File: config.mk
export PLATFORM = sky130hd
export DESIGN_NAME = rv32i_trace_buffer
export DESIGN_NICKNAME = d
export VERILOG_FILES = /design/src/rtl/rv32i_trace_buffer.sv
export SDC_FILE = /design/constraint.sdc
export NUM_CORES = 1
export LEC_CHECK = 0
export CAP_MARGIN = 20
export CORE_MARGIN = 1.5
export CORE_UTILIZATION = 40
export DETAILED_ROUTE_END_ITERATION = 10
export DONT_BUFFER_PORTS = 1
export SLEW_MARGIN = 20
export SYNTH_ARGS = -nofsm -noshare
export SYNTH_HDL_FRONTEND = slang
export SYNTH_SLANG_ARGS = --single-unit
export TNS_END_PERCENT = 50
File: constraint.sdc
create_clock -name top_clk -period 31.7 [get_ports top_clk]
set_input_delay 9.51 -clock top_clk [delete_from_list [all_inputs] [get_ports top_clk]]
set_output_delay 9.51 -clock top_clk [all_outputs]
set_load 0.02 [all_outputs]
File: src/rtl/rv32i_trace_buffer.sv
// Execution-trace capture buffer for the RV32I core: logs per-cycle samples into a circular
// buffer, freezes on a PC-match trigger (plus POST_TRIG samples) or stop, then drains oldest-first.
module rv32i_trace_buffer #(
  parameter int XLEN      = 32,
  parameter int DEPTH     = 16,
  parameter int POST_TRIG = 4,
  parameter int FILTER_WB = 0
) (
  input  logic                     top_clk,
  input  logic                     top_rst,
  input  logic                     cap_valid,
  input  logic [XLEN-1:0]          cap_pc,
  input  logic [XLEN-1:0]          cap_alu,
  input  logic [XLEN-1:0]          cap_mem,
  input  logic [4:0]               cap_rd,
  input  logic                     cap_wb_en,
  input  logic                     arm,
  input  logic                     stop,
  input  logic                     trig_en,
  input  logic [XLEN-1:0]          trig_pc,
  output logic                     rd_valid,
  input  logic                     rd_ready,
  output logic [3*XLEN+5:0]        rd_data,
  output logic [1:0]               state,
  output logic [$clog2(DEPTH):0]   count,
  output logic                     wrapped,
  output logic                     done_pulse
);

  localparam int AW = $clog2(DEPTH);
  localparam int EW = 3*XLEN+6;

  typedef enum logic [1:0] {
    ST_IDLE  = 2'd0,
    ST_ARMED = 2'd1,
    ST_POST  = 2'd2,
    ST_DONE  = 2'd3
  } state_e;

  state_e          state_q, state_d;
  logic [AW-1:0]   wr_ptr_q, wr_ptr_d;
  logic [AW-1:0]   rd_ptr_q, rd_ptr_d;
  logic [AW-1:0]   post_cnt_q, post_cnt_d;
  logic [AW:0]     count_q, count_d;
  logic            wrapped_q, wrapped_d;
  logic            done_pulse_q, done_pulse_d;
  logic [EW-1:0]   mem_q [DEPTH];

  logic            capturing, accept, pop, trig_hit, full;

  always_comb begin
    // NOTE: every signal gets a default before any branch so no latch is inferred.
    capturing    = (state_q == ST_ARMED) || (state_q == ST_POST);
    accept       = capturing && cap_valid && ((FILTER_WB == 0) || cap_wb_en) && !arm;
    pop          = (state_q == ST_DONE) && (count_q != '0) && rd_ready && !arm;
    trig_hit     = accept && (state_q == ST_ARMED) && trig_en && (cap_pc == trig_pc);
    full         = (count_q == (AW+1)'(DEPTH));

    state_d      = state_q;
    wr_ptr_d     = wr_ptr_q;
    rd_ptr_d     = rd_ptr_q;
    post_cnt_d   = post_cnt_q;
    count_d      = count_q;
    wrapped_d    = wrapped_q;

    // A write into a full buffer drops the oldest entry instead of growing the count.
    if (accept) begin
      wr_ptr_d = wr_ptr_q + 1'b1;
      if (full) begin
        rd_ptr_d  = rd_ptr_q + 1'b1;
        wrapped_d = 1'b1;
      end else begin
        count_d = count_q + 1'b1;
      end
    end

    if (pop) begin
      rd_ptr_d = rd_ptr_q + 1'b1;
      count_d  = count_q - 1'b1;
    end

    case (state_q)
      ST_ARMED: begin
        if (stop) begin
          state_d = ST_DONE;
        end else if (trig_hit) begin
          if (POST_TRIG == 0) begin
            state_d = ST_DONE;
          end else begin
            post_cnt_d = AW'(POST_TRIG);
            state_d    = ST_POST;
          end
        end
      end
      ST_POST: begin
        if (accept) begin
          post_cnt_d = post_cnt_q - 1'b1;
          if (post_cnt_q == AW'(1)) state_d = ST_DONE;
        end
        if (stop) state_d = ST_DONE;
      end
      ST_DONE: begin
        if ((count_q == '0) || (pop && (count_q == (AW+1)'(1)))) state_d = ST_IDLE;
      end
      default: ;
    endcase

    // Arm overrides everything else in flight, including stop, pop and capture.
    if (arm) begin
      wr_ptr_d   = '0;
      rd_ptr_d   = '0;
      count_d    = '0;
      wrapped_d  = 1'b0;
      post_cnt_d = '0;
      state_d    = ST_ARMED;
    end

    done_pulse_d = (state_d == ST_DONE) && (state_q != ST_DONE);
  end

  // NOTE: sequential state uses non-blocking assignments so every register samples pre-edge values.
  always_ff @(posedge top_clk) begin
    if (!top_rst) begin
      state_q      <= ST_IDLE;
      wr_ptr_q     <= '0;
      rd_ptr_q     <= '0;
      post_cnt_q   <= '0;
      count_q      <= '0;
      wrapped_q    <= 1'b0;
      done_pulse_q <= 1'b0;
    end else begin
      state_q      <= state_d;
      wr_ptr_q     <= wr_ptr_d;
      rd_ptr_q     <= rd_ptr_d;
      post_cnt_q   <= post_cnt_d;
      count_q      <= count_d;
      wrapped_q    <= wrapped_d;
      done_pulse_q <= done_pulse_d;
    end
  end

  // NOTE: the entry RAM has no reset; count/pointers define which entries are meaningful.
  always_ff @(posedge top_clk) begin
    if (accept) mem_q[wr_ptr_q] <= {cap_pc, cap_alu, cap_mem, cap_rd, cap_wb_en};
  end

  assign state      = state_q;
  assign count      = count_q;
  assign wrapped    = wrapped_q;
  assign done_pulse = done_pulse_q;
  assign rd_valid   = (state_q == ST_DONE) && (count_q != '0);
  assign rd_data    = mem_q[rd_ptr_q];

endmodule

==> run summary <==
Critical path class - reg2out
GPL Wtd Cong - 0.774
Post-Syn Nets - 2,635
Peak supply drop - 51.9 µV
Clock Path Buffers - 3
Chain of cells forming the critical path - buf_4 -> buf_4 -> buf_4 -> buf_16 -> mux4_2 -> mux4_2
Wirelength, routed - 146 mm
Num CTS Buffers - 168
Initial Util - 0.403
Max-slew headroom - 0.290
CTS tree - built
Fmax - 66.8 MHz
Hold_buf cts - 0
WP depth - 6
Crit-path max FO - 48
Synthesis Warnings - 0
Syn Area/Cell - 25.4 µm²
Max Cap Violations - 0
DR vias/cell - 5.70
Clk_lat worst skew - 0.80 ns
Die W - 400 µm
Synth top area cells - edfxtp_1, mux4_2, dfxtp_1, xor2_1, clkbuf_1
Final Cycle Share - 0.473
Leading area contributor after synthesis - edfxtp_1
Largest family of logic cells by synthesized area - multiplexers
All-Layer GR Usage - 0.184
Yosys top cell area share - 0.779
Via count - 27,300
Placed cell count - 4,471
I/O Pins - 253
Largest net degree at the start of global routing - 103
Port Buffers - 0
Area grow syn2layout - 13.0%
DRC Markers - 0
Initial DRC Count - 2,633
Area occupied by multi-input gates - 12,900 µm²
WP data required - 22.19 ns
# fillers - 12,600
Cell mode on critical path - buf_4
Die Ht - 400 µm
Worst Hold Depth - 2
Mapped cell area - 62,900 µm²
Run status - finished, final reports clean
Critical Path Slowest Stage Cell - dfxtp_4
Count of H-tree levels built during CTS - 4
HP Class - reg2reg
Site row count - 145
Initial antenna violation count - 4
Antenna Nets Post-Route - 0
Final-report max-slew violation count - 0
Final #Nets - 2,740
Detailed placement HPWL - 72.2 mm
Simple-gate share of the synthesized area - 0.00851
Seq/Total Area, Yosys - 0.787
RSZ-0062 raised after global routing - false
Total grt overflow - 0
Startpoint types - register
Multiplexer share of the synthesized area - 0.183
Root Buffer - clkbuf_16
Main flop type after synthesis - edfxtp_1
Synth Area in Compound Gates - 0.00276
Setup crit end kind - primary output
Pwr/cell area - 62.3 nW/µm²
Synthesized instance count - 2,479
Post-Synth XOR/XNOR Area - 0.00613
Pre-antenna DRT Iters - 5
Top delay family on crit path - buffers and inverters
Crit path DAT - 5.47 ns
Post-layout minimum cycle time - 14.98 ns
EDFF count, synth - 1,632
Final Skew - 0.0337 ns
Finished Layout Cells - 4,778
Setup total negative slack - 0 ns
Share of cells above drive strength 1 - 0.302
Core area - 156,000 µm²
Most frequent cells in the layout - edfxtp_1, mux4_2, clkbuf_16
Most common cell after layout, fill and taps aside - edfxtp_1
CTS sink count - 1,657
DP Worst Slack - 17.11 ns
Worst hold margin - 0.546 ns
Sequential cell area - 49,500 µm²
Yosys reg bits - 1,657
Vias in the first global route - 29,000
Distinct cells, synth - 42
Routed wire length per instance - 30.5 µm
Postcts setup bufs - 0
Post-cts sizing count - 0
R2R cell count - 8
Clk slew on worst S/H paths - 0.06 ns
Max incr delay on CP - 0.97 ns
Leakage - 20.9 nW
Bufs and invs on worst path - 4
Adder-Cell Fraction of Synth Area - 0.00298
Die ar. - 160,000 µm²
Setup ws final - 16.72 ns
Final Hold Viols - 0
Final setup fails - 0
Ys async rst share - 0
Worst slew pin tran - 1.07 ns
First-pass GRT wire length - 207 mm
[state kept, by name, summed over array words and instances (netlist names), named ones only]
name        cells
post_cnt_q      4
rd_ptr_q        4
wrapped         1
mem_q        1632
done_pulse      1
state           2
wr_ptr_q        4
count           5
[final cells by class]
| class | count | share of cell area |
|---|---|---|
| inverters | 8 | 0.000422 |
| repair buffers | 53 | 0.00739 |
| clock inverters | 106 | 0.0162 |
| well taps | 2058 | 0.0362 |
| multi-input cells | 696 | 0.181 |
| flip-flops and latches | 1657 | 0.697 |
| diodes | 1 | 0.0000352 |
| clock buffers | 199 | 0.0617 |
[power breakdown]
part | switching, mW | internal, mW | leakage [nW]
sequential | 0.00161 | 2.41 | 14.9
combinational | 0.0220 | 0.0108 | 3.38
clock | 0.827 | 1.15 | 2.69
total | 0.851 | 3.58 | 20.9
[metrics by stage]
stage           util  area [µm²]  total power, mW
2_1_floorplan      -       62900             2.48
3_3_place_gp   0.419       65500             2.49
3_5_place_dp   0.419       65500             2.49
4_1_cts        0.455       71100             4.47
5_1_grt        0.455       71100             4.55
6_report       0.455       71100             4.43
[layer usage]
| metal | vias up | share of wire | GRT usage |
|---|---|---|---|
| met5 | - | 0 | 0 |
| met4 | 0 | 0.023 | 0.0507 |
| met3 | 232 | 0.077 | 0.0513 |
| met2 | 905 | 0.50 | 0.300 |
| met1 | 15100 | 0.40 | 0.242 |
| li1 | 11000 | - | - |
[worst register-to-register path: stages, from the launching register on]
cell,delay [ns]
dfxtp_1,0.59
inv_1,0.14
ha_1,0.42
and3b_1,0.44
nand2_1,0.32
nor3_2,0.20
buf_4,0.68
buf_4,0.85
buf_4,0.77
[synthesized netlist by cell type, types with 3 or more instances]
cell type / n
a41oi_1: 3
and3_1: 4
ha_1: 15
buf_2: 30
buf_6: 15
edfxtp_1: 1632
a211oi_1: 3
nor3_1: 10
buf_1: 13
nand2b_1: 3
and3b_1: 3
mux4_2: 510
xor2_1: 39
inv_1: 8
clkbuf_1: 60
nor2_1: 36
xnor2_1: 5
nor4_1: 11
o21a_1: 3
nand2_1: 17
nand4_1: 4
nor2b_1: 4
a21oi_1: 4
dfxtp_1: 25
[cell families (layout without fill, tap and decap cells)]
logic type,Yosys count,in the layout
xor+xnor,44,44
simple gates,103,103
other cells,0,1
fa+ha+maj,15,15
buf+inv,126,366
flops,1657,1657
compound gates,23,23
mux,511,511
[final timing paths]
check | start | end | slack, ns
max | register | rd_data[56] | 16.72
min | wr_ptr_q[1] | wr_ptr_q[1] | 0.55
min reg2reg | wr_ptr_q[1] | wr_ptr_q[1] | 0.55
max reg2reg | state[0] | mem_q[2][52] | 26.87
No activity file was read; power rests on OpenSTA's default activity.
